**src/rtl/datapath_ctrl_pkg.sv**
```systemverilog
// Shared mode encodings and default timing for the datapath step controller.
// DEF_* values assume the 50 MHz DE0 clock.
package datapath_ctrl_pkg;

    typedef enum logic [1:0] {
        MODE_HALT  = 2'b00,
        MODE_RUN   = 2'b01,
        MODE_BREAK = 2'b10
    } mode_e;

    localparam int DEF_DEBOUNCE_CYCLES = 500000;
    localparam int DEF_RUN_DIV         = 5000000;
    localparam int DEF_CNT_W           = 16;

    // Width of a counter that must hold values 0..n-1.
    function automatic int cnt_bits(input int n);
        return (n <= 2) ? 1 : $clog2(n);
    endfunction

endpackage

```
**src/rtl/datapath_step_controller_if.sv**
```systemverilog
// Board-side bundle of the step controller: button/switch/breakpoint inputs
// plus the step pulse and display outputs.
interface datapath_step_controller_if #(
    parameter int CNT_W = 16
);
    logic             step_btn_n;
    logic             run_sw;
    logic             bp_en;
    logic [31:0]      bp_addr;
    logic [31:0]      address;
    logic             dp_step;
    logic [CNT_W-1:0] step_count;
    logic [1:0]       mode;
    logic             bp_hit;

    modport master (
        output step_btn_n, run_sw, bp_en, bp_addr, address,
        input  dp_step, step_count, mode, bp_hit
    );

    modport slave (
        input  step_btn_n, run_sw, bp_en, bp_addr, address,
        output dp_step, step_count, mode, bp_hit
    );
endinterface

```
**src/rtl/datapath_step_controller_debouncer.sv**
```systemverilog
// Push-button conditioner: 2-FF synchronizer, stability counter and a
// one-cycle press pulse on the debounced released->pressed edge.
module button_debouncer
    import datapath_ctrl_pkg::*;
#(
    parameter int DEBOUNCE_CYCLES = DEF_DEBOUNCE_CYCLES
) (
    input  logic clock,
    input  logic reset,
    input  logic btn_n,
    output logic press
);
    localparam int            CW   = cnt_bits(DEBOUNCE_CYCLES);
    localparam logic [CW-1:0] TERM = CW'(DEBOUNCE_CYCLES - 1);

    logic          sync_p0;
    logic          sync_p1;
    logic          level;
    logic [CW-1:0] cnt;

    always_ff @(posedge clock or negedge reset) begin
        if (!reset) begin
            sync_p0 <= 1'b0;
            sync_p1 <= 1'b0;
            level   <= 1'b0;
            cnt     <= '0;
            press   <= 1'b0;
        end else begin
            // stage p0 -> p1: metastability filter on the inverted button
            sync_p0 <= ~btn_n;
            sync_p1 <= sync_p0;
            press   <= 1'b0;
            if (sync_p1 == level) begin
                cnt <= '0;
            end else if (cnt == TERM) begin
                level <= sync_p1;
                cnt   <= '0;
                press <= sync_p1;
            end else begin
                cnt <= cnt + 1'b1;
            end
        end
    end

endmodule

```
**src/rtl/datapath_step_controller.sv**
```systemverilog
// Generates the one-cycle dp_step clock enable for the LEGv8 datapath:
// single-step, free-run at a divided rate, and halt on address breakpoint.
module datapath_step_controller
    import datapath_ctrl_pkg::*;
#(
    parameter int DEBOUNCE_CYCLES = DEF_DEBOUNCE_CYCLES,
    parameter int RUN_DIV         = DEF_RUN_DIV,
    parameter int CNT_W           = DEF_CNT_W
) (
    input logic                      clock,
    input logic                      reset,
    datapath_step_controller_if.slave bus
);
    localparam int            DW       = cnt_bits(RUN_DIV);
    localparam logic [DW-1:0] DIV_TERM = DW'(RUN_DIV - 1);

    mode_e            state;
    logic [DW-1:0]    div;
    logic             dp_step;
    logic [CNT_W-1:0] step_count;
    logic             bp_hit;
    logic             press;
    logic             run_p0, run_p1;
    logic             bp_en_p0, bp_en_p1;
    logic [31:0]      addr_p0, bp_addr_p0;
    logic             bp_match, div_tc, step_ok;

    button_debouncer #(.DEBOUNCE_CYCLES(DEBOUNCE_CYCLES)) u_step_btn (
        .clock (clock),
        .reset (reset),
        .btn_n (bus.step_btn_n),
        .press (press)
    );

    always_ff @(posedge clock or negedge reset) begin
        if (!reset) begin
            run_p0   <= 1'b0;
            run_p1   <= 1'b0;
            bp_en_p0 <= 1'b0;
            bp_en_p1 <= 1'b0;
        end else begin
            // stage p0 -> p1: switch synchronizers
            run_p0   <= bus.run_sw;
            run_p1   <= run_p0;
            bp_en_p0 <= bus.bp_en;
            bp_en_p1 <= bp_en_p0;
        end
    end

    // stage p0: registered copies of the datapath and breakpoint addresses
    always_ff @(posedge clock) begin
        addr_p0    <= bus.address;
        bp_addr_p0 <= bus.bp_addr;
    end

    assign bp_match = bp_en_p1 && (addr_p0 == bp_addr_p0);
    assign div_tc   = (div == DIV_TERM);
    // Drop any request landing right after a pulse so dp_step never doubles up.
    assign step_ok  = !dp_step;

    always_ff @(posedge clock or negedge reset) begin
        if (!reset) begin
            state      <= MODE_HALT;
            div        <= '0;
            dp_step    <= 1'b0;
            step_count <= '0;
            bp_hit     <= 1'b0;
        end else begin
            dp_step <= 1'b0;
            unique case (state)
                MODE_HALT: begin
                    if (press && step_ok) begin
                        dp_step    <= 1'b1;
                        step_count <= step_count + 1'b1;
                    end
                    if (run_p1) begin
                        state <= MODE_RUN;
                        div   <= '0;
                    end
                end
                MODE_RUN: begin
                    if (!run_p1) begin
                        state <= MODE_HALT;
                    end else if (div_tc) begin
                        div <= '0;
                        if (bp_match) begin
                            state  <= MODE_BREAK;
                            bp_hit <= 1'b1;
                        end else if (step_ok) begin
                            dp_step    <= 1'b1;
                            step_count <= step_count + 1'b1;
                        end
                    end else begin
                        div <= div + 1'b1;
                    end
                end
                MODE_BREAK: begin
                    // A press steps off the breakpoint even if run_sw drops together.
                    if (press && step_ok) begin
                        dp_step    <= 1'b1;
                        step_count <= step_count + 1'b1;
                        state      <= MODE_HALT;
                        bp_hit     <= 1'b0;
                    end else if (!run_p1) begin
                        state  <= MODE_HALT;
                        bp_hit <= 1'b0;
                    end
                end
                default: begin
                    state  <= MODE_HALT;
                    bp_hit <= 1'b0;
                end
            endcase
        end
    end

    assign bus.dp_step    = dp_step;
    assign bus.step_count = step_count;
    assign bus.mode       = state;
    assign bus.bp_hit     = bp_hit;

endmodule
```
**src/flat_wrapper.sv**
```systemverilog
// flat-port wrapper written by rule: the top's interface ports become plain ports
module datapath_step_controller_flat import datapath_ctrl_pkg::*;
#(
    parameter int DEBOUNCE_CYCLES = DEF_DEBOUNCE_CYCLES,
    parameter int RUN_DIV         = DEF_RUN_DIV,
    parameter int CNT_W           = DEF_CNT_W
)
  (clock, reset, bus_step_btn_n, bus_run_sw, bus_bp_en, bus_bp_addr, bus_address, bus_dp_step, bus_step_count, bus_mode, bus_bp_hit);
  datapath_step_controller_if #(.CNT_W(CNT_W)) bus_i ();
  input logic clock;
  input logic reset;
  input wire logic [$bits(bus_i.step_btn_n)-1:0] bus_step_btn_n;
  input wire logic [$bits(bus_i.run_sw)-1:0] bus_run_sw;
  input wire logic [$bits(bus_i.bp_en)-1:0] bus_bp_en;
  input wire logic [$bits(bus_i.bp_addr)-1:0] bus_bp_addr;
  input wire logic [$bits(bus_i.address)-1:0] bus_address;
  output wire logic [$bits(bus_i.dp_step)-1:0] bus_dp_step;
  output wire logic [$bits(bus_i.step_count)-1:0] bus_step_count;
  output wire logic [$bits(bus_i.mode)-1:0] bus_mode;
  output wire logic [$bits(bus_i.bp_hit)-1:0] bus_bp_hit;
  assign bus_i.step_btn_n = bus_step_btn_n;
  assign bus_i.run_sw = bus_run_sw;
  assign bus_i.bp_en = bus_bp_en;
  assign bus_i.bp_addr = bus_bp_addr;
  assign bus_i.address = bus_address;
  assign bus_dp_step = bus_i.dp_step;
  assign bus_step_count = bus_i.step_count;
  assign bus_mode = bus_i.mode;
  assign bus_bp_hit = bus_i.bp_hit;
  datapath_step_controller #(.DEBOUNCE_CYCLES(DEBOUNCE_CYCLES), .RUN_DIV(RUN_DIV), .CNT_W(CNT_W)) u_core (.clock(clock), .reset(reset), .bus(bus_i));
endmodule
```
**config.mk**
```make
export PLATFORM = sky130hd
export DESIGN_NAME = datapath_step_controller_flat
export DESIGN_NICKNAME = d
export VERILOG_FILES = /design/src/rtl/datapath_ctrl_pkg.sv /design/src/rtl/datapath_step_controller_if.sv /design/src/rtl/datapath_step_controller_debouncer.sv /design/src/rtl/datapath_step_controller.sv /design/src/flat_wrapper.sv
export SDC_FILE = /design/constraint.sdc
export NUM_CORES = 1
export LEC_CHECK = 0
export CAP_MARGIN = 15
export CORE_MARGIN = 2
export CORE_UTILIZATION = 30
export DETAILED_ROUTE_END_ITERATION = 6
export PLACE_DENSITY = 0.51
export SYNTH_ARGS = -nofsm -noshare
export SYNTH_HDL_FRONTEND = slang
export SYNTH_SLANG_ARGS = --single-unit
```
**constraint.sdc**
```tcl
create_clock -name clock -period 1.82 [get_ports clock]
set_input_delay 0.273 -clock clock [delete_from_list [all_inputs] [get_ports clock]]
set_output_delay 0.273 -clock clock [all_outputs]
set_load 0.05 [all_outputs]
```
==> metrics.md <==
| Metric | Value |
|---|---|
| Status | `finished, violations left` |
| Failing checks | `setup timing` |
| MaxCap Viol Count | `0` |
| GR met2 Demand/Resource | `0.234` |
| R2R Setup Slk | `-0.28 ns` |
| Max clock buf depth | `2` |
| Unique masters post-synth | `50` |
| GPL Wtd Cong | `0.791` |
| Ports | `89` |
| Final period utilization | `1.15` |
| Detailed Route WL | `12100 um` |
| Post-synthesis compound-gate area fraction | `0.0565` |
| FF+latch count, synth | `134` |
| Ant. Diodes | `0` |
| Post-Syn Nets | `520` |
| RSZ-0062 raised after global routing | `yes` |
| Final setup violation count | `34` |
| Total gr overflow | `0` |
| CP peak stage delay | `0.55 ns` |
| Commonest register cell after synthesis | `dfrtp_1` |
| Final Hold Violating Endpoints | `0` |
| Largest family of logic cells by synthesized area | `simple AND/OR/NAND/NOR gates` |
| Final antenna-violating net count | `0` |
| Residual DRC | `0` |
| DP HPWL | `8660 um` |
| CP Max Fanout | `2` |
| DR iter-0 viols | `146` |
| First-pass GRT wire length | `20100 um` |
| Total Routing Usage GR | `0.142` |
| Die Footprint | `18200 sq um` |
| P_sw | `1.55 mW` |
| Setup WS post-layout | `-0.280 ns` |
| Layout cells sized above 1 | `0.320` |
| PD cells | `872 nW/um^2` |
| Die Y | `135 um` |
| Maximum vdd drop | `0.626 mV` |
| Gate count after technology mapping | `448` |
| Placement Setup Slack | `-0.262 ns` |
| Clock Skew | `0.0148 ns` |
| Die X | `135 um` |
| Fin crit period | `2.10 ns` |
| H-tree Lvls | `4` |
| Largest net degree at the start of global routing | `61` |
| Slew Limit Fails | `0` |
| Crit path arrival time | `2.43 ns` |
| Placed cells | `812` |
| Internal Power | `5.38 mW` |
| Row count | `47` |
| Met1 Use GR | `0.174` |
| Vias in the first global route | `4163` |
| Gr busiest metal | `met2` |
| Sequential share of power | `0.448` |
| CTS root buf | `clkbuf_16` |
| Starting Density | `0.309` |
| Final Non-Filler Cells | `860` |
| Post-synth EDFFs | `0` |
| Met3 Resource Use GR | `0.0439` |
| Via/cell ratio | `4.53` |
| Switching Share | `0.224` |
| Clock sinks | `134` |
| DRT Pass-1 Iters | `4` |
| Core Util, Final | `0.478` |
| Total power draw | `6.93 mW` |
| Most used cell, CP | `buf_6` |
| Port bufs | `88` |
| WL per Instance | `14.1 um` |
| R2r worst-path depth | `8` |
| CP startpoint kind | `flop` |
| Hold Path Class | `primary input to asynchronous set/reset pin` |
| Critical path launch point | `u_core.addr_p0[23]` |
| Adder-Cell Fraction of Synth Area | `0.00730` |
| Static Leak | `3.30 nW` |
| R2r endpoint | `u_core.bus.step_count[5]` |
| Slew HR | `0.665` |
| CP cell instances | `xor2_2 > or4_4 > nor3_4 > buf_6 > a311oi_4 > buf_6 > o2111ai_4 > xnor2_1` |
| CP Capture Type | `flop` |
| Logic gate share of total power | `0.070` |
| Crit-path slowest cell | `or4_4` |
| Clk pwr share | `0.482` |
| Synth Area per Inst | `11.5 sq um` |
| Initial antenna violation count | `0` |
| Post-Synth Simple-Gate Area | `0.200` |
| CTS tree | `built` |
| Worst-Margin Slew | `0.502 ns` |
| Clock latency on the worst-skew pair | `0.41 ns` |
| Setup TNS | `-4.87 ns` |
| Mux cell area share after synthesis | `0.00511` |
| Xor and xnor area share after synthesis | `0.131` |
| Core Area | `16600 sq um` |
| Max Clk Rate | `476 MHz` |
| Async S/R FF share, synth | `0.522` |
| Yosys warning count | `0` |
| Num CTS Buffers | `17` |
| Post-Syn Area | `5140 sq um` |
| Worst r2r src | `u_core.addr_p0[23]` |
| Register area share after synthesis | `0.590` |
| CP Data Required Time | `2.15 ns` |
| Final net count | `699` |
| Crit Path Category | `flop to flop` |
| Area delta synth->final | `54.6%` |
| Total number of vias | `3898` |
| Clock-pin slew on the worst setup and hold paths | `0.06 ns` |
[per-layer routing]
| metal | vias to the layer above | share of wire |
|---|---|---|
| met3 | 13 | 0.050 |
| met5 | - | 0 |
| met2 | 84 | 0.48 |
| met4 | 0 | 0.018 |
| met1 | 1865 | 0.45 |
| li1 | 1936 | - |
[final cells by class]
| cell class | count | area, sq um |
|---|---|---|
| timing repair buffer | 168 | 1540 |
| clock inverter | 10 | 82.6 |
| clock buffer | 22 | 517 |
| multi-input combinational | 301 | 2480 |
| sequential | 134 | 3040 |
| tap | 220 | 275 |
| fill | 1527 | 8690 |
| inverter | 5 | 18.8 |
[cells by family after synthesis]
kind of cell / Yosys count
multiplexers: 2
adder cells (fa/ha/maj): 3
buffers and inverters: 13
flip-flops: 134
AO/OA/AOI/OAI: 42
XOR/XNOR: 77
AND/OR/NAND/NOR: 177
[power by group through the flow]
stage / registers (mW) / logic [mW] / clock network, mW
after floorplan: 3.16 / 0.145 / 0
after global placement: 3.16 / 0.444 / 0
after detailed placement: 3.16 / 0.449 / 0
after CTS: 3.11 / 0.476 / 3.44
after global routing: 3.11 / 0.530 / 3.57
final: 3.11 / 0.483 / 3.34
[stage by stage]
| stage | area, sq um | hold WS [ns] |
|---|---|---|
| floorplan | 5170 | -0.0226 |
| global placement | 6750 | 0.189 |
| detailed placement | 6750 | 0.191 |
| CTS | 7650 | 0.279 |
| global route | 7950 | 0.281 |
| finish | 7950 | 0.277 |
[layout by cell type, fill, tap and decap left out, types with 3 or more instances in the layout]
| cell type | synthesis | layout |
|---|---|---|
| buf_4 | 0 | 81 |
| dfrtp_1 | 70 | 69 |
| clkdlybuf4s50_1 | 0 | 67 |
| dfxtp_1 | 64 | 60 |
| xnor2_1 | 47 | 44 |
| nor2_1 | 42 | 28 |
| nand2_1 | 27 | 27 |
| xor2_1 | 30 | 26 |
| nand4_1 | 20 | 20 |
| clkbuf_16 | 0 | 20 |
| nand3_1 | 16 | 15 |
| nor2_4 | 1 | 14 |
| buf_6 | 0 | 14 |
| o21ai_1 | 5 | 10 |
| nand2b_1 | 10 | 9 |
| and3_1 | 7 | 7 |
| and4_1 | 9 | 7 |
| a31oi_1 | 8 | 6 |
| nand4b_1 | 5 | 5 |
| nor3_1 | 6 | 4 |
| xor2_2 | 0 | 4 |
| or4_4 | 1 | 4 |
| nor4_2 | 2 | 4 |
| inv_1 | 4 | 4 |
| nor3b_1 | 6 | 4 |
| o211ai_1 | 4 | 4 |
| o2111ai_4 | 0 | 4 |
| inv_6 | 0 | 4 |
| clkinv_4 | 0 | 4 |
| dfxtp_2 | 0 | 4 |
| xnor2_2 | 0 | 3 |
| nor4_4 | 1 | 3 |
| and2_1 | 3 | 3 |
| o21ai_2 | 0 | 3 |
| ha_1 | 3 | 3 |
| clkbuf_8 | 0 | 3 |
| buf_12 | 0 | 3 |
[flip-flops by register name, indices dropped and copies added (netlist names), 2 cells and up]
name and flops:
u_core.addr_p0 32, u_core.bp_addr_p0 32, u_core.div 23, u_core.u_step_btn.cnt 19, u_core.bus.step_count 16, u_core.bus.mode 2
[worst max-delay path: cells and delay by family, from the launching register on]
kind / cells / cell delay, ns
xor+xnor: 2 / 0.31
buf+inv: 2 / 0.29
simple gates: 2 / 0.83
compound gates: 2 / 0.28
flops: 1 / 0.32
[cells in the mapped netlist (6+ instances only)]
| cell type | count | area (sq um) |
|---|---|---|
| dfrtp_1 | 70 | 1750 |
| dfxtp_1 | 64 | 1280 |
| xnor2_1 | 47 | 412 |
| nor2_1 | 42 | 158 |
| xor2_1 | 30 | 263 |
| nand2_1 | 27 | 101 |
| nand4_1 | 20 | 125 |
| nand3_1 | 16 | 80.1 |
| nand2b_1 | 10 | 62.6 |
| o21ai_0 | 10 | 50.1 |
| and4_1 | 9 | 78.8 |
| a31oi_1 | 8 | 50.1 |
| and3_1 | 7 | 43.8 |
| clkbuf_1 | 6 | 22.5 |
| nor3_1 | 6 | 30.0 |
| nor3b_1 | 6 | 45.0 |
| nor4_1 | 6 | 37.5 |
| o2111ai_1 | 6 | 52.6 |
[worst max path at each step]
stage / to / depth (start not counted)
final: u_core.bus.step_count[5] / 8
after global routing: u_core.bus.step_count[5] / 8
after CTS: u_core.bus.step_count[5] / 8
after detailed placement: u_core.bus.step_count[13] / 7
after global placement: u_core.bus.step_count[13] / 6
after floorplan: u_core.bus.step_count[1] / 7
[repair_timing]
item                                    in CTS  in global routing
gates cloned                                 1                  0
resized for setup                           40                 62
pin swaps                                   32                 31
hold buffers                                 1                  0
endpoints found under the setup margin      39                 41
endpoints found under the hold margin       10                  0
setup buffers                                9                  6
No activity file was read; power rests on OpenSTA's default activity.
